`src/rtl/matrix_result_serializer_pkg.sv`:
```
`default_nettype none
// ============================================================================
// Module      : matrix_result_serializer_pkg
// Description : Shared constants, state encodings and index helpers for the
//               3x3 result serializer.
// Revision    : 1.0 - initial release
// ============================================================================
package matrix_result_serializer_pkg;

    localparam int         DW_DEFAULT = 16;
    localparam int         NUM_ELEM   = 9;
    localparam logic [3:0] LAST_IDX   = 4'd8;

    localparam logic [0:0] S_IDLE = 1'b0;
    localparam logic [0:0] S_SEND = 1'b1;

    typedef struct packed {
        logic [1:0] row;
        logic [1:0] col;
    } rc_t;

    // Row-major flat index to (row, column) of the 3x3 result.
    function automatic rc_t idx_to_rc(input logic [3:0] idx);
        rc_t rc;
        rc = '0;
        case (idx)
            4'd0: begin rc.row = 2'd0; rc.col = 2'd0; end
            4'd1: begin rc.row = 2'd0; rc.col = 2'd1; end
            4'd2: begin rc.row = 2'd0; rc.col = 2'd2; end
            4'd3: begin rc.row = 2'd1; rc.col = 2'd0; end
            4'd4: begin rc.row = 2'd1; rc.col = 2'd1; end
            4'd5: begin rc.row = 2'd1; rc.col = 2'd2; end
            4'd6: begin rc.row = 2'd2; rc.col = 2'd0; end
            4'd7: begin rc.row = 2'd2; rc.col = 2'd1; end
            4'd8: begin rc.row = 2'd2; rc.col = 2'd2; end
            default: rc = '0;
        endcase
        return rc;
    endfunction

endpackage
`default_nettype wire

```
`src/rtl/matrix_result_serializer_if.sv`:
```
`default_nettype none
// ============================================================================
// Module      : matrix_result_serializer_if
// Description : Valid/ready output stream carrying one result word per beat.
// Revision    : 1.0 - initial release
// ============================================================================
interface matrix_result_serializer_if #(
    parameter int DW = 16
);
    logic [DW-1:0] m_data;
    logic          m_valid;
    logic          m_ready;
    logic [1:0]    m_row;
    logic [1:0]    m_col;
    logic          m_last;

    modport master (
        output m_data, m_valid, m_row, m_col, m_last,
        input  m_ready
    );

    modport slave (
        input  m_data, m_valid, m_row, m_col, m_last,
        output m_ready
    );
endinterface
`default_nettype wire

```
`src/rtl/matrix_result_serializer_result_buf9.sv`:
```
`default_nettype none
// ============================================================================
// Module      : result_buf9
// Description : Nine-entry register file with parallel load and registered read.
// Revision    : 1.0 - initial release
// ============================================================================
module result_buf9
    import matrix_result_serializer_pkg::*;
#(
    parameter int DW = DW_DEFAULT
) (
    input  wire logic                         clk,
    input  wire logic                         rst,
    input  wire logic                         load_en,
    input  wire logic [NUM_ELEM-1:0][DW-1:0]  load_data,
    input  wire logic                         rd_en,
    input  wire logic [3:0]                   rd_idx,
    output logic      [DW-1:0]                rd_data
);

    logic [DW-1:0] r_mem [NUM_ELEM];
    logic [DW-1:0] r_rd_data;

    generate
        for (genvar gi = 0; gi < NUM_ELEM; gi++) begin : g_entry
            always_ff @(posedge clk) begin
                if (load_en) begin
                    r_mem[gi] <= load_data[gi];
                end
            end
        end
    endgenerate

    // A read in the load cycle takes the incoming word so the first beat has no bubble.
    always_ff @(posedge clk) begin
        if (!rst) begin
            r_rd_data <= '0;
        end else if (rd_en) begin
            r_rd_data <= load_en ? load_data[rd_idx] : r_mem[rd_idx];
        end
    end

    assign rd_data = r_rd_data;

endmodule
`default_nettype wire

```
`src/rtl/matrix_result_serializer.sv`:
```
`default_nettype none
// ============================================================================
// Module      : matrix_result_serializer
// Description : Captures a 3x3 result frame on done_in and streams it row-major.
// Revision    : 1.0 - initial release
// ============================================================================
module matrix_result_serializer
    import matrix_result_serializer_pkg::*;
#(
    parameter int DW = DW_DEFAULT,
    parameter int CW = 8
) (
    input  wire logic                 clk,
    input  wire logic                 rst,
    input  wire logic                 done_in,
    input  wire logic [DW-1:0]        c11,
    input  wire logic [DW-1:0]        c12,
    input  wire logic [DW-1:0]        c13,
    input  wire logic [DW-1:0]        c21,
    input  wire logic [DW-1:0]        c22,
    input  wire logic [DW-1:0]        c23,
    input  wire logic [DW-1:0]        c31,
    input  wire logic [DW-1:0]        c32,
    input  wire logic [DW-1:0]        c33,
    matrix_result_serializer_if.master m_if,
    output logic                      busy,
    output logic                      drop_err,
    output logic      [CW-1:0]        frame_cnt
);

    logic [0:0]                  r_state;
    logic [0:0]                  w_state_nxt;
    logic [3:0]                  r_idx;
    logic [3:0]                  w_idx_nxt;
    logic                        w_hs;
    logic                        w_final_hs;
    logic                        w_accept;
    logic                        w_rd_en;
    logic                        r_last;
    rc_t                         r_rc;
    rc_t                         w_rc;
    logic [CW-1:0]               r_frame_cnt;
    logic                        r_drop_err;
    logic [DW-1:0]               w_rd_data;
    logic [NUM_ELEM-1:0][DW-1:0] w_load_data;

    assign w_load_data = {c33, c32, c31, c23, c22, c21, c13, c12, c11};

    // A done_in coinciding with the final handshake starts the next frame back-to-back.
    always_comb begin
        w_hs        = (r_state == S_SEND) && m_if.m_ready;
        w_final_hs  = w_hs && (r_idx == LAST_IDX);
        w_accept    = done_in && ((r_state == S_IDLE) || w_final_hs);
        w_state_nxt = r_state;
        w_idx_nxt   = r_idx;
        if (w_accept) begin
            w_state_nxt = S_SEND;
            w_idx_nxt   = 4'd0;
        end else if (w_final_hs) begin
            w_state_nxt = S_IDLE;
            w_idx_nxt   = 4'd0;
        end else if (w_hs) begin
            w_idx_nxt   = r_idx + 4'd1;
        end
        w_rd_en = w_accept || (w_hs && !w_final_hs);
        w_rc    = idx_to_rc(w_idx_nxt);
    end

    result_buf9 #(
        .DW (DW)
    ) u_buf (
        .clk       (clk),
        .rst       (rst),
        .load_en   (w_accept),
        .load_data (w_load_data),
        .rd_en     (w_rd_en),
        .rd_idx    (w_idx_nxt),
        .rd_data   (w_rd_data)
    );

    always_ff @(posedge clk) begin
        if (!rst) begin
            r_state     <= S_IDLE;
            r_idx       <= 4'd0;
            r_last      <= 1'b0;
            r_rc        <= '0;
            r_frame_cnt <= '0;
            r_drop_err  <= 1'b0;
        end else begin
            r_state <= w_state_nxt;
            r_idx   <= w_idx_nxt;
            if (w_rd_en) begin
                r_rc   <= w_rc;
                r_last <= (w_idx_nxt == LAST_IDX);
            end else if (w_final_hs) begin
                r_last <= 1'b0;
            end
            if (w_final_hs) begin
                r_frame_cnt <= r_frame_cnt + 1'b1;
            end
            if (done_in && (r_state == S_SEND) && !w_final_hs) begin
                r_drop_err <= 1'b1;
            end
        end
    end

    assign m_if.m_data  = w_rd_data;
    assign m_if.m_valid = (r_state == S_SEND);
    assign m_if.m_row   = r_rc.row;
    assign m_if.m_col   = r_rc.col;
    assign m_if.m_last  = r_last;
    assign busy         = (r_state == S_SEND);
    assign drop_err     = r_drop_err;
    assign frame_cnt    = r_frame_cnt;

endmodule
`default_nettype wire

```
`src/flat_wrapper.sv`:
```
// flat-port wrapper written by rule: the top's interface ports become plain ports
module matrix_result_serializer_flat import matrix_result_serializer_pkg::*;
#(
    parameter int DW = DW_DEFAULT,
    parameter int CW = 8
)
  (clk, rst, done_in, c11, c12, c13, c21, c22, c23, c31, c32, c33, busy, drop_err, frame_cnt, m_if_m_data, m_if_m_valid, m_if_m_row, m_if_m_col, m_if_m_last, m_if_m_ready);
  matrix_result_serializer_if #(.DW(DW)) m_if_i ();
  input  wire logic clk;
  input  wire logic rst;
  input  wire logic done_in;
  input  wire logic [DW-1:0] c11;
  input  wire logic [DW-1:0] c12;
  input  wire logic [DW-1:0] c13;
  input  wire logic [DW-1:0] c21;
  input  wire logic [DW-1:0] c22;
  input  wire logic [DW-1:0] c23;
  input  wire logic [DW-1:0] c31;
  input  wire logic [DW-1:0] c32;
  input  wire logic [DW-1:0] c33;
  output logic busy;
  output logic drop_err;
  output logic      [CW-1:0] frame_cnt;
  output wire logic [$bits(m_if_i.m_data)-1:0] m_if_m_data;
  output wire logic [$bits(m_if_i.m_valid)-1:0] m_if_m_valid;
  output wire logic [$bits(m_if_i.m_row)-1:0] m_if_m_row;
  output wire logic [$bits(m_if_i.m_col)-1:0] m_if_m_col;
  output wire logic [$bits(m_if_i.m_last)-1:0] m_if_m_last;
  input wire logic [$bits(m_if_i.m_ready)-1:0] m_if_m_ready;
  assign m_if_m_data = m_if_i.m_data;
  assign m_if_m_valid = m_if_i.m_valid;
  assign m_if_m_row = m_if_i.m_row;
  assign m_if_m_col = m_if_i.m_col;
  assign m_if_m_last = m_if_i.m_last;
  assign m_if_i.m_ready = m_if_m_ready;
  matrix_result_serializer #(.DW(DW), .CW(CW)) u_core (.clk(clk), .rst(rst), .done_in(done_in), .c11(c11), .c12(c12), .c13(c13), .c21(c21), .c22(c22), .c23(c23), .c31(c31), .c32(c32), .c33(c33), .m_if(m_if_i), .busy(busy), .drop_err(drop_err), .frame_cnt(frame_cnt));
endmodule
```
`config.mk`:
```
export PLATFORM = sky130hd
export DESIGN_NAME = matrix_result_serializer_flat
export DESIGN_NICKNAME = d
export VERILOG_FILES = /design/src/rtl/matrix_result_serializer_pkg.sv /design/src/rtl/matrix_result_serializer_if.sv /design/src/rtl/matrix_result_serializer_result_buf9.sv /design/src/rtl/matrix_result_serializer.sv /design/src/flat_wrapper.sv
export SDC_FILE = /design/constraint.sdc
export NUM_CORES = 1
export LEC_CHECK = 0
export ABC_CLOCK_PERIOD_IN_PS = 4700
export CORE_UTILIZATION = 44
export CTS_BUF_LIST = sky130_fd_sc_hd__clkbuf_16
export DETAILED_ROUTE_END_ITERATION = 6
export GPL_TIMING_DRIVEN = 0
export PLACE_DENSITY = 0.79
export SLEW_MARGIN = 20
export SYNTH_ARGS = -nofsm -noshare
export SYNTH_HDL_FRONTEND = slang
export SYNTH_SLANG_ARGS = --single-unit
```
`constraint.sdc`:
```
create_clock -name clk -period 4.7 [get_ports clk]
set_clock_uncertainty 0.05 [all_clocks]
set_input_delay 0.705 -clock clk [delete_from_list [all_inputs] [get_ports clk]]
set_output_delay 0.705 -clock clk [all_outputs]
set_load 0.01 [all_outputs]
```
# Yosys cells after proc, flatten, opt, wreduce, memory -nomap -nowiden
# Memories as Yosys holds them, arrays and structs flattened. A register that Yosys moved wholly into a read port is not among the register bits.
# Index checks and enable logic that the tools add are counted.
classes:
  addsub: 2
  order_cmp: 1
  n_eq_ne: 2
  muxes: 11
  bitwise_logic: 1
  reduce_logical: 12
ops:
  columns: ["cell", "count"]
  rows:
  - ["binary-select mux 16 bit (select 4 bit)", 1]
  - ["two-way mux 16 bit", 2]
  - ["two-way mux 4 bit", 3]
  - ["adder 8 x 1 -> 8 bit (second input constant)", 1]
  - ["== test 4 bit (second input constant)", 2]
  - ["logical AND 1 bit", 6]
  - ["less-than comparator 4 x 5 -> 1 bit (second input constant)", 1]
  - ["two-way mux 1 bit", 5]
  - ["adder 4 x 1 -> 4 bit (second input constant)", 1]
  - ["nonzero test 2 bit", 2]
  - ["logical NOT 1 bit", 2]
  - ["logical OR 1 bit", 2]
  - ["NOT 1 bit", 1]
totals:
  register_bits: 31
  ram_bits: 144
  rom_bits: 64
  inputBits: 148
  out_inout_bits: 32
  word_cells: 37
  memories: 2
mem_list:
  columns: ["name", "words", "width", "rd", "rd_ports_with_merged_regs", "write_ports", "line_no", "source"]
  rows:
  - ["u_core.u_buf.r_mem", 9, 16, 1, 0, 9, "matrix_result_serializer_result_buf9.sv:21", "logic [DW-1:0] r_mem [NUM_ELEM];"]
  - ["(name not given)", 16, 4, 1, 1, 0, "matrix_result_serializer_pkg.sv:26", "case (idx)"]

# Depth between registers and ports, before layout
# Gate-level depths: netlist of the first run.
logic_depth:
  ltp_word: 8
  mapped_depth: 11

# Cells and area by module
# A second synthesis of the first run with hierarchy kept.
unflattened:
  hier_cells: 511
  hier_area_um2: 8270.4
by_module_without_submodules:
  columns: ["mod", "instances", "cells_each", "area_per_inst_um2", "seq_area_each_um2"]
  rows:
  - ["result_buf9", 1, 387, 7183.1, 4644.5]
  - ["matrix_result_serializer", 1, 124, 1087.3, 380.4]

# Least setup slack after synthesis of the first run
# No wires, ideal clock.
synth_timing:
  path_type: "flip-flop to flip-flop"
  start: "reg u_core.r_idx[0]"
  end: "mem u_core.u_buf.r_mem[0][0] (enable)"
  setup_ns: 0.497
  t_arrival_ns: 4.242
  required_time_ns: 4.153
  setup_slack_ns: -0.089
  stages_incl_launch_ff: 9
  path_buffers: 2
  path_cell_list: "dfxtp_1 inv_1 ha_1 and3b_1 a21boi_1 nand2b_1 buf_2 buf_2 inv_1"
synth_lines:
  columns: ["element", "line_no", "source"]
  rows:
  - ["start, declared", "matrix_result_serializer.sv:33", "logic [3:0] r_idx;"]
  - ["start signal, assigned", "matrix_result_serializer.sv:91", "r_idx <= w_idx_nxt;"]
  - ["end, declared", "matrix_result_serializer_result_buf9.sv:21", null]

==> insert_results.sql, run 1 <==
INSERT INTO impl_metrics (metric_group, metric, value, unit) VALUES
('worst_setup_path', 'worst-path-max-fanout', '31', ''),
('detailed_routing', 'viasPerCell', '5.42', ''),
('clocking', 'cts_sinks', '179', ''),
('timing', 'min_period_over_period', '72.7', '%'),
('power', 'max-vdd-ir-drop', '0.240', 'mV'),
('timing', 'setup_viol_count_final', '0', ''),
('worst_setup_path', 'timing.rr.start', 'u_core.r_idx[0]$_SDFF_PN0_', ''),
('timing', 'hold_viol', '0', ''),
('clocking', 'hold_bufs_inserted_after_cts', '0', ''),
('detailed_routing', 'detail_route.iter0.violations', '396', ''),
('synthesis', 'number_of_warnings_issued_by_yosys', '0', ''),
('worst_setup_path', 'worst_path_required_time', '4.82', 'ns'),
('power', 'pwr_density_cell', '363', 'nW/um^2'),
('timing', 'rsz0062_at_grt', 'no', ''),
('worst_setup_path', 'setup.worst_path.end_class', 'flop', ''),
('placed_design', 'placement.io_buffers', '177', ''),
('synthesis', 'mappedNetlistNets', '676', ''),
('detailed_routing', 'ant_nets', '0', ''),
('worst_setup_path', 'cp-start-kind', 'flop', ''),
('layout', 'mostFrequentLayoutCells', '177 x sky130_fd_sc_hd__clkdlybuf4s50_1, 144 x sky130_fd_sc_hd__edfxtp_1, 60 x sky130_fd_sc_hd__nand2_1', ''),
('placed_design', 'gp_congestion', '0.849', ''),
('worst_setup_path', 'worst-path-buf-inv', '6', ''),
('synthesis', 'primary_flip_flop_cell_chosen_by_synthesis_mapping', 'sky130_fd_sc_hd__edfxtp_1', ''),
('min_path', 'min_path_cells', '2', ''),
('min_path', 'hp-start', 'u_core.m_if.m_last$_SDFFE_PN0P_', ''),
('clocking', 'numCtsBuffers', '17', ''),
('layout', 'finish.utilization', '61.9', '%'),
('floorplanning', 'die_area', '16800', 'um^2'),
('worst_setup_path', 'slowest_stage', 'sky130_fd_sc_hd__dfxtp_1', ''),
('floorplanning', 'dieWidth', '129', 'um'),
('clocking', 'post_cts_resize_count', '0', ''),
('synthesis', 'synth_edf_count', '144', ''),
('placed_design', 'placedInstanceArea', '9280', 'um^2'),
('clocking', 'cts_tree', 'built', ''),
('detailed_routing', 'detailed_route_wl', '18700', 'um'),
('detailed_routing', 'met2_length', '9600', 'um'),
('floorplanning', 'number_of_i_o_pins', '180', ''),
('timing', 'post_route_setup_tns', '0', 'ns'),
('floorplanning', 'core.rowCount', '46', ''),
('clocking', 'clock_path_buffers', '2', ''),
('synthesis', 'synth_seq_cells', '179', ''),
('worst_setup_path', 'worstPathCellList', 'inv_1 > ha_1 > and3b_1 > a21boi_1 > nand2b_1 > buf_2 > buf_2 > clkinvlp_4 > buf_16 > buf_12', ''),
('synthesis', 'ys_seq_area_share', '70.3', '%'),
('detailed_routing', 'wl_per_cell', '19.7', 'um'),
('floorplanning', 'die-height', '129', 'um'),
('layout', 'nNetsFinal', '876', ''),
('flow_run', 'cap_viol_max_count', '0', ''),
('timing', 'maxClockFrequency', '293', 'MHz'),
('worst_setup_path', 'critPathMaxStageDelay', '0.47', 'ns'),
('layout', 'stdcell_area', '9830', 'um^2'),
('clocking', 'htree_levels', '4', ''),
('detailed_routing', 'routed.top_layer', 'met4', ''),
('layout', 'antenna_cells', '0', ''),
('layout', 'area_growth', '37.6', '%'),
('timing', 'worst_slew_pin_slew', '0.768', 'ns'),
('min_path', 'timing.hold.worst_endpoint', 'u_core.m_if.m_last$_SDFFE_PN0P_', ''),
('worst_setup_path', 'r2r_slack', '1.28', 'ns'),
('synthesis', 'postSynthCellCount', '521', ''),
('status', 'status', 'finished clean', ''),
('detailed_routing', 'drc_errors', '0', ''),
('timing', 'timing.final.crit_period', '3.42', 'ns'),
('global_routing', 'gr-usage-all-layers', '23.3', '%'),
('worst_setup_path', 'worst_path_most_repeated_cell', 'sky130_fd_sc_hd__buf_2', ''),
('min_path', 'min-delay-path-class', 'reg2reg', ''),
('synthesis', 'postSynth.asyncResetShare', '0', '%'),
('worst_setup_path', 'largest_delay_share_family_worst_path', 'buffers and inverters', ''),
('worst_setup_path', 'cp_data_arrival_time', '3.53', 'ns'),
('worst_setup_path', 'reg2reg_depth', '10', ''),
('timing', 'finalMaxSlewViolations', '0', ''),
('clocking', 'worst_skew_pair.late_latency', '0.42', 'ns'),
('detailed_routing', 'detailroute.via_count', '5152', '');
-- sequential cells by signal, indices dropped and copies added, names as in the netlist --
| name | count |
|---|---|
| u_core.u_buf.r_mem | 144 |
| u_core.u_buf.rd_data | 16 |
| u_core.frame_cnt | 8 |
| u_core.r_idx | 4 |
| u_core.m_if.m_col | 2 |
| u_core.m_if.m_row | 2 |
| u_core.busy | 1 |
| u_core.drop_err | 1 |
| u_core.m_if.m_last | 1 |
-- area by class of cell --
cell class,count,area (um^2)
clock inverter,15,128
timing repair buffer,181,1860
sequential,179,5020
buffer,27,144
multi-input combinational,308,1950
tap,216,270
fill,1234,6050
inverter,7,30.0
clock buffer,17,425
-- worst register-to-register path: cells and delay by family, from the launching register on --
family                   cells  cell delay (ns)
flip-flops                   1             0.47
adder cells (fa/ha/maj)      1             0.23
AND/OR/NAND/NOR              2             0.37
buffers and inverters        6             1.75
AO/OA/AOI/OAI                1             0.27
-- worst max-delay path by stage --
stage,cells after the start,slack [ns],startpoint,end
floorplan,8,0.47,u_core.r_idx[0]$_SDFF_PN0_,u_core.u_buf.r_mem[0][0]$_DFFE_PN_
global placement,8,-0.75,u_core.r_idx[0]$_SDFF_PN0_,u_core.u_buf.r_mem[8][3]$_DFFE_PN_
detailed placement,10,1.33,u_core.r_idx[0]$_SDFF_PN0_,u_core.u_buf.r_mem[2][0]$_DFFE_PN_
CTS,10,1.30,u_core.r_idx[0]$_SDFF_PN0_,u_core.u_buf.r_mem[0][4]$_DFFE_PN_
global route,10,1.14,u_core.r_idx[0]$_SDFF_PN0_,u_core.u_buf.r_mem[6][5]$_DFFE_PN_
finish,10,1.28,u_core.r_idx[0]$_SDFF_PN0_,u_core.u_buf.r_mem[2][4]$_DFFE_PN_
-- per-layer routing --
metal,track usage (%),vias up
met1,28.4,2488
met3,6.65,25
met5,0,-
li1,-,2407
met2,40.1,232
met4,7.11,0
-- report_power, final --
group | internal (uW) | switching [uW] | leakage [uW] | total (uW)
Combinational | 211 | 192 | 0.00159 | 402
Sequential | 1810 | 30.2 | 0.00166 | 1840
Clock | 767 | 559 | 0.000276 | 1330
Total | 2790 | 781 | 0.00352 | 3570
-- logic make-up after synthesis --
kind of cell	count (synthesis)	share of synthesized area, %
AOI/OAI and AO/OA	129	12.7
xor gates and xnor gates	9	1.10
adders and majority gates	7	1.23
buffers and inverters	34	2.38
DFF	179	70.3
muxes	17	2.38
and+or+nand+nor	146	9.84
-- per-stage QoR --
stage          total power (uW)  worst slack (ns)  std cells  hold slack [ns]
2_1_floorplan              2040             0.473        521            0.435
5_1_grt                    3690              1.14        950            0.477
4_1_cts                    3590              1.30        950            0.433
3_3_place_gp               2260            -0.750        914            0.409
3_5_place_dp               2280              1.33        918            0.422
6_report                   3570              1.28        950            0.437
-- cell usage after synthesis (all sizes together), types with 9 or more instances --
| master | n | share of area, % |
|---|---|---|
| a21oi | 45 | 3.3 |
| a32oi | 9 | 1.1 |
| buf | 21 | 1.7 |
| dfxtp | 35 | 9.8 |
| edfxtp | 144 | 61 |
| mux2i | 17 | 2.4 |
| nand2 | 62 | 3.3 |
| nand3 | 29 | 2.0 |
| nor2 | 18 | 0.95 |
| o21ai | 10 | 0.81 |
| o221ai | 19 | 2.3 |
| or2 | 11 | 0.96 |
(Power assumes the default switching activity.)
==> inputs of run 2 (changes only) <==
Settings changed: ABC_CLOCK_PERIOD_IN_PS 4700 to 3200, CORE_UTILIZATION 44 to 49, PLACE_DENSITY 0.79 to 0.83.
Clock period 4.7 ns to 3.2 ns, I/O delays scaled along.
==> run 2 against run 1 <==
Compared with the run above: sequential share of layout area is 0.27 points lower; design area is 0.62% higher; largest cell class unchanged; setup slack worse by 1.1 ns; non-clock buffer count stayed put; sequential power is 47% higher; combinational power is 51% higher; maximum frequency is 14% higher; critical path depth stayed put; hold slack worse by 0.015 ns.
==> insert_results.sql, run 2 (synthesis results as in run 1) <==
INSERT INTO impl_metrics (metric_group, metric, value, unit) VALUES
('status', 'status', 'finished clean', ''),
('detailed_routing', 'wl_per_cell', '21.6', 'um'),
('clocking', 'numCtsBuffers', '17', ''),
('worst_setup_path', 'cp_data_arrival_time', '3.13', 'ns'),
('global_routing', 'grt_start_max_net_pins', '36', ''),
('detailed_routing', 'number_of_search_and_repair_iterations_in_the_first_detailed_routing_pass', '6', ''),
('worst_setup_path', 'r2r_slack', '0.19', 'ns'),
('clocking', 'cts_tree', 'built', ''),
('worst_setup_path', 'worst-path-max-fanout', '34', ''),
('clocking', 'post_cts_resize_count', '0', ''),
('layout', 'area_growth', '38.5', '%'),
('clocking', 'htree_levels', '4', ''),
('placed_design', 'placement.setup.worst_slack', '0.219', 'ns'),
('timing', 'setup_viol_count_final', '0', ''),
('timing', 'worst_slew_pin_slew', '0.794', 'ns'),
('floorplanning', 'initial_core_util', '50.9', '%'),
('clocking', 'worst_skew_pair.late_latency', '0.43', 'ns'),
('min_path', 'hp-start', 'm_if_m_ready', ''),
('clocking', 'clockRootBuffer', 'sky130_fd_sc_hd__clkbuf_16', ''),
('detailed_routing', 'ant_nets', '0', ''),
('power', 'max-vdd-ir-drop', '0.367', 'mV'),
('flow_run', 'cap_viol_max_count', '0', ''),
('detailed_routing', 'viasPerCell', '5.92', ''),
('floorplanning', 'die-height', '123', 'um'),
('placed_design', 'gp_congestion', '0.869', ''),
('worst_setup_path', 'cp-start-kind', 'flop', ''),
('floorplanning', 'die_area', '15100', 'um^2'),
('power', 'pwr_density_cell', '554', 'nW/um^2'),
('floorplanning', 'coreArea', '14000', 'um^2'),
('global_routing', 'gr-usage-all-layers', '27.1', '%'),
('global_routing', 'global_route.overflow_total', '0', ''),
('global_routing', 'first_global_vias', '5400', ''),
('floorplanning', 'dieWidth', '123', 'um'),
('timing', 'hold_viol', '0', ''),
('layout', 'flip_flop_count_of_the_largest_register_after_layout', '144', ''),
('power', 'p_total', '5480', 'uW'),
('placed_design', 'placement.io_buffers', '177', ''),
('detailed_routing', 'detailed_route_wl', '19700', 'um'),
('power', 'power.static_leakage', '0.00355', 'uW'),
('layout', 'layout-drive-gt1-share', '11.3', '%'),
('worst_setup_path', 'worstSetupStartpoint', 'u_core.r_idx[0]$_SDFF_PN0_', ''),
('clocking', 'clock_path_buffers', '2', ''),
('worst_setup_path', 'timing.rr.start', 'u_core.r_idx[0]$_SDFF_PN0_', ''),
('worst_setup_path', 'critPathKind', 'reg2reg', ''),
('layout', 'top_register', 'u_core.u_buf.r_mem', ''),
('global_routing', 'antenna_violations_before_repair', '0', ''),
('timing', 'timing.final.ws_setup', '0.191', 'ns'),
('clocking', 'hold_bufs_inserted_after_cts', '0', ''),
('layout', 'final_common_cell', 'sky130_fd_sc_hd__clkdlybuf4s50_1', ''),
('timing', 'finalMaxSlewViolations', '0', ''),
('timing', 'relSlewSlack', '46.6', '%'),
('floorplanning', 'core.rowCount', '43', ''),
('clocking', 'cts_sinks', '179', ''),
('worst_setup_path', 'setup.worst_path.end_class', 'flop', ''),
('global_routing', 'grt_first_pass_wirelength', '29100', 'um'),
('timing', 'timing.final.crit_period', '3.01', 'ns'),
('layout', 'nNetsFinal', '876', ''),
('detailed_routing', 'detail_route.iter0.violations', '416', ''),
('timing', 'maxClockFrequency', '332', 'MHz'),
('timing', 'min_period_over_period', '94.0', '%'),
('detailed_routing', 'detailroute.via_count', '5409', ''),
('min_path', 'min-delay-path-class', 'in2reg', ''),
('timing', 'rsz0062_at_grt', 'no', ''),
('layout', 'antenna_cells', '0', ''),
('clocking', 'cts_setup_buffers', '0', ''),
('placed_design', 'hpwl', '13800', 'um'),
('floorplanning', 'number_of_i_o_pins', '180', ''),
('clocking', 'clkTransAtPathRegs', '0.06', 'ns'),
('layout', 'mostFrequentLayoutCells', '177 x sky130_fd_sc_hd__clkdlybuf4s50_1, 144 x sky130_fd_sc_hd__edfxtp_1, 60 x sky130_fd_sc_hd__nand2_1', ''),
('worst_setup_path', 'worst_path_required_time', '3.33', 'ns'),
('detailed_routing', 'drc_errors', '0', '');
## run 2: cell count changes in the layout (fill, tap and decap cells not counted), moves of 2 or more
cell and change:
sky130_fd_sc_hd__inv_1 -6, sky130_fd_sc_hd__buf_2 -2, sky130_fd_sc_hd__buf_6 +2, sky130_fd_sc_hd__bufinv_16 +2, sky130_fd_sc_hd__dfxtp_1 -2
## run 2: area by class of cell
| type | count | area [um^2] |
|---|---|---|
| timing repair buffer | 181 | 1860 |
| fill | 876 | 4150 |
| buffer | 27 | 156 |
| clock inverter | 15 | 189 |
| tap | 180 | 225 |
| sequential | 179 | 5030 |
| clock buffer | 17 | 425 |
| inverter | 7 | 32.5 |
| multi-input combinational | 308 | 1970 |
## run 2: worst paths after layout
path / to / cells past startpoint
worst max-delay path: u_core.u_buf.r_mem[5][10]$_DFFE_PN_ / 10
worst min-delay path: u_core.busy$_SDFFE_PN0P_ / 4
worst max register to register: u_core.u_buf.r_mem[5][10]$_DFFE_PN_ / 10
worst min register to register: u_core.drop_err$_SDFFE_PN0P_ / 2
## run 2: critical path, stage by stage, from the launching register on
cell                         delay, ns
sky130_fd_sc_hd__dfxtp_4          0.40
sky130_fd_sc_hd__inv_4            0.06
sky130_fd_sc_hd__ha_4             0.15
sky130_fd_sc_hd__and3b_2          0.25
sky130_fd_sc_hd__a21boi_2         0.20
sky130_fd_sc_hd__nand2b_4         0.16
sky130_fd_sc_hd__buf_6            0.17
sky130_fd_sc_hd__buf_6            0.18
sky130_fd_sc_hd__clkinvlp_4       0.53
sky130_fd_sc_hd__buf_12           0.40
sky130_fd_sc_hd__buf_12           0.19
## run 2: per-layer routing
metal  GRT usage, %  vias up  routed length (um)
li1               -     2411                   -
met1           31.9     2649                7060
met2           46.6      312               10200
met3           6.92       37                1900
met4           12.1        0                 562
met5              0        -                   0
## run 2: report_power, final
part           total, uW  switching [uW]  leakage (uW)  internal [uW]
sequential          2710            50.0       0.00166           2660
combinational        607             293       0.00160            314
clock               2160             866      0.000288           1300
## run 2: per-stage QoR
stage               hold slack, ns  cell area, um^2  util (%)  cells  setup TNS, ns
floorplan                    0.435             7190         -    521         -99.44
global placement             0.414             9190      65.4    878        -219.25
detailed placement           0.415             9280      66.1    882              0
CTS                          0.399             9890      70.4    914              0
global route                 0.441             9890      70.4    914              0
finish                       0.421             9890      70.4    914              0
==> variant (config.mk and constraints of run 2) <==
Compare `r_idx` against `LAST_IDX` with >= in place of ==.
--- a/src/rtl/matrix_result_serializer.sv
+++ b/src/rtl/matrix_result_serializer.sv
@@ -49,7 +49,7 @@
     // A done_in coinciding with the final handshake starts the next frame back-to-back.
     always_comb begin
         w_hs        = (r_state == S_SEND) && m_if.m_ready;
-        w_final_hs  = w_hs && (r_idx == LAST_IDX);
+        w_final_hs  = w_hs && (r_idx >= LAST_IDX);
         w_accept    = done_in && ((r_state == S_IDLE) || w_final_hs);
         w_state_nxt = r_state;
         w_idx_nxt   = r_idx;
Formal check against the unedited RTL: same outputs for any inputs over 10 cycles, from zero or initial values and one cycle with rst low; that may be too few to reach the edited logic, so the function may still have changed.
==> variant against run 2 <==
- core utilization down 1.6 points
- area after synthesis up 5.2%
- register-to-register slack better by 0.35 ns
- worst setup slack better by 0.25 ns
- power up 0.18%
- cell area up 2.7%
- die area up 5.1%
- wire length down 4.9%
- synthesized cell count down 0.58%
- sequential cell count unchanged
- sequential share of layout area down 1.4 points
==> variant: results (changes against run 2) <==
stage,metric,value,unit,change
timing,worstMarginPinSlew,0.723,ns,-0.0709 ns
power,p_leak,3.81,nW,+7.4%
setup_path,path_delay_family,buffers and inverters,,
yosys,synth_compound_area_share,10.7,%,-2.0 points
setup_path,rr_worst_depth,9,,-1
global_routing,grtUsageMet3,6.97,%,+0.043 points
global_routing,grt_max_degree,153,,+330%
final_layout,layout-drive-gt1-share,8.94,%,-2.4 points
placement,hpwl,13.3,mm,-4.1%
global_routing,met2_usage,40.5,%,-6.1 points
global_routing,grt_pass1_wl,28.7,mm,-1.4%
power,p_comb,673,uW,+11%
power,ir_drop,380,uV,+3.7%
yosys,async_reset_ff_share,0,%,unchanged
global_routing,met1_usage,30.5,%,-1.4 points
clocking,clockBufferDepth,2,,unchanged
detailed_routing,top_layer,met4,,
setup_path,cp_max_fo,152,,+350%
worst_hold_path,hp-class,reg2reg,,
placement,finalWeightedCongestion,0.871,,+0.31%
yosys,synthMuxAreaShare,10.2,%,+7.8 points
final_layout,regArea,5020,um2,about the same
detailed_routing,wl_met3,1.45,mm,-24%
placement,pre_cts_ws,-0.327,ns,-0.547 ns
final_layout,nets,871,,-0.57%
final_layout,largest_reg_flops,144,,unchanged
detailed_routing,m1WireLength,7.45,mm,+5.6%
detailed_routing,totalWireLength,18.8,mm,-4.9%
detailed_routing,wl_per_cell,20.6,um,-4.6%
yosys,synth_fa_ha_area_share,1.17,%,-0.060 points
setup_path,r2r_setup_slack,0.54,ns,+0.35 ns
global_routing,groute.usage.overall,24.4,%,-2.7 points
yosys,synth.net_count,673,,-0.44%
setup_path,worstSetupEndpoint,u_core.u_buf.rd_data[3]$_SDFFE_PN0P_,,
yosys,synth_xor_area_share,0.816,%,-0.29 points
yosys,synth.distinct_cells,53,,+1.9%
setup_path,max_stage_delay,0.50,ns,-0.03 ns
detailed_routing,dr_total_vias,5236,,-3.2%
placement,detailed_place.area,9550,um2,+2.9%
detailed_routing,initialDrtViolationCount,479,,+15%
placement,io_buffer_count,179,,+1.1%
power,p_seq_share,49.4,%,about the same
yosys,yosys-top-cells-count,"144 x edfxtp_1, 70 x mux2i_1, 35 x dfxtp_1, 28 x nand2_1",,
placement,post-place-cells,881,,-0.11%
power,intPower,4.31,mW,+0.79%
yosys,yosysSeqAreaShare,66.9,%,-3.5 points
setup_path,regToRegEndpoint,u_core.m_if.m_col[0]$_SDFFE_PN0P_,,
yosys,syn-mean-instance-area,14.5,um2,+5.8%
detailed_routing,first_pass_iters,5,,-1
power,combPwrFrac,12.3,%,+1.2 points
global_routing,grt_pass1_vias,5317,,-1.5%
setup_path,crit_path_start,m_if_m_ready,,
setup_path,worst_path_max_delay_cell,nor2_2,,
setup_path,critical_path_arrival,3.01,ns,-0.12 ns
status,status,"complete, no violations",,
yosys,synth_area_leaders,"edfxtp_1 58%, dfxtp_1 9.3%, mux2i_1 9.3%",,
setup_path,rr_startpoint,u_core.r_idx[0]$_SDFF_PN0_,,
timing,min_period,2.76,ns,-0.253 ns
==> variant: changes by cell type in the layout (fill, tap and decap cells not counted), sizes merged, moves of 9 or more <==
cell   change
or2       -11
mux2i     +53
inv       +10
nand3     -13
nor2       -9
and2      +13
a31oi     +12
a21oi     -26
nand2     -34
==> variant: layout make-up <==
class	count	area share, %
Buffer	34	2.25
Sequential cell	179	49.5
Tap cell	184	2.27
Clock inverter	13	1.70
Inverter	11	0.665
Clock buffer	17	4.19
Multi-Input combinational cell	294	21.8
Timing Repair Buffer	179	17.6
==> variant: how the worst min path moves through the flow <==
| stage | start | endpoint | slack, ns | cells after the start |
|---|---|---|---|---|
| floorplan | u_core.u_buf.r_mem[8][1]$_DFFE_PN_ | u_core.u_buf.rd_data[1]$_SDFFE_PN0P_ | 0.42 | 2 |
| global placement | u_core.u_buf.rd_data[3]$_SDFFE_PN0P_ | u_core.u_buf.rd_data[3]$_SDFFE_PN0P_ | 0.41 | 2 |
| detailed placement | u_core.u_buf.rd_data[3]$_SDFFE_PN0P_ | u_core.u_buf.rd_data[3]$_SDFFE_PN0P_ | 0.42 | 2 |
| CTS | u_core.u_buf.rd_data[3]$_SDFFE_PN0P_ | u_core.u_buf.rd_data[3]$_SDFFE_PN0P_ | 0.44 | 2 |
| global route | u_core.u_buf.rd_data[10]$_SDFFE_PN0P_ | u_core.u_buf.rd_data[10]$_SDFFE_PN0P_ | 0.46 | 2 |
| finish | u_core.u_buf.rd_data[3]$_SDFFE_PN0P_ | u_core.u_buf.rd_data[3]$_SDFFE_PN0P_ | 0.44 | 2 |
==> variant: what timing repair did <==
action / 4_1_cts / 5_1_grt
buffers inserted: 0 / 0
endpoints found under the setup margin: 0 / 6
gates resized for setup: 0 / 1
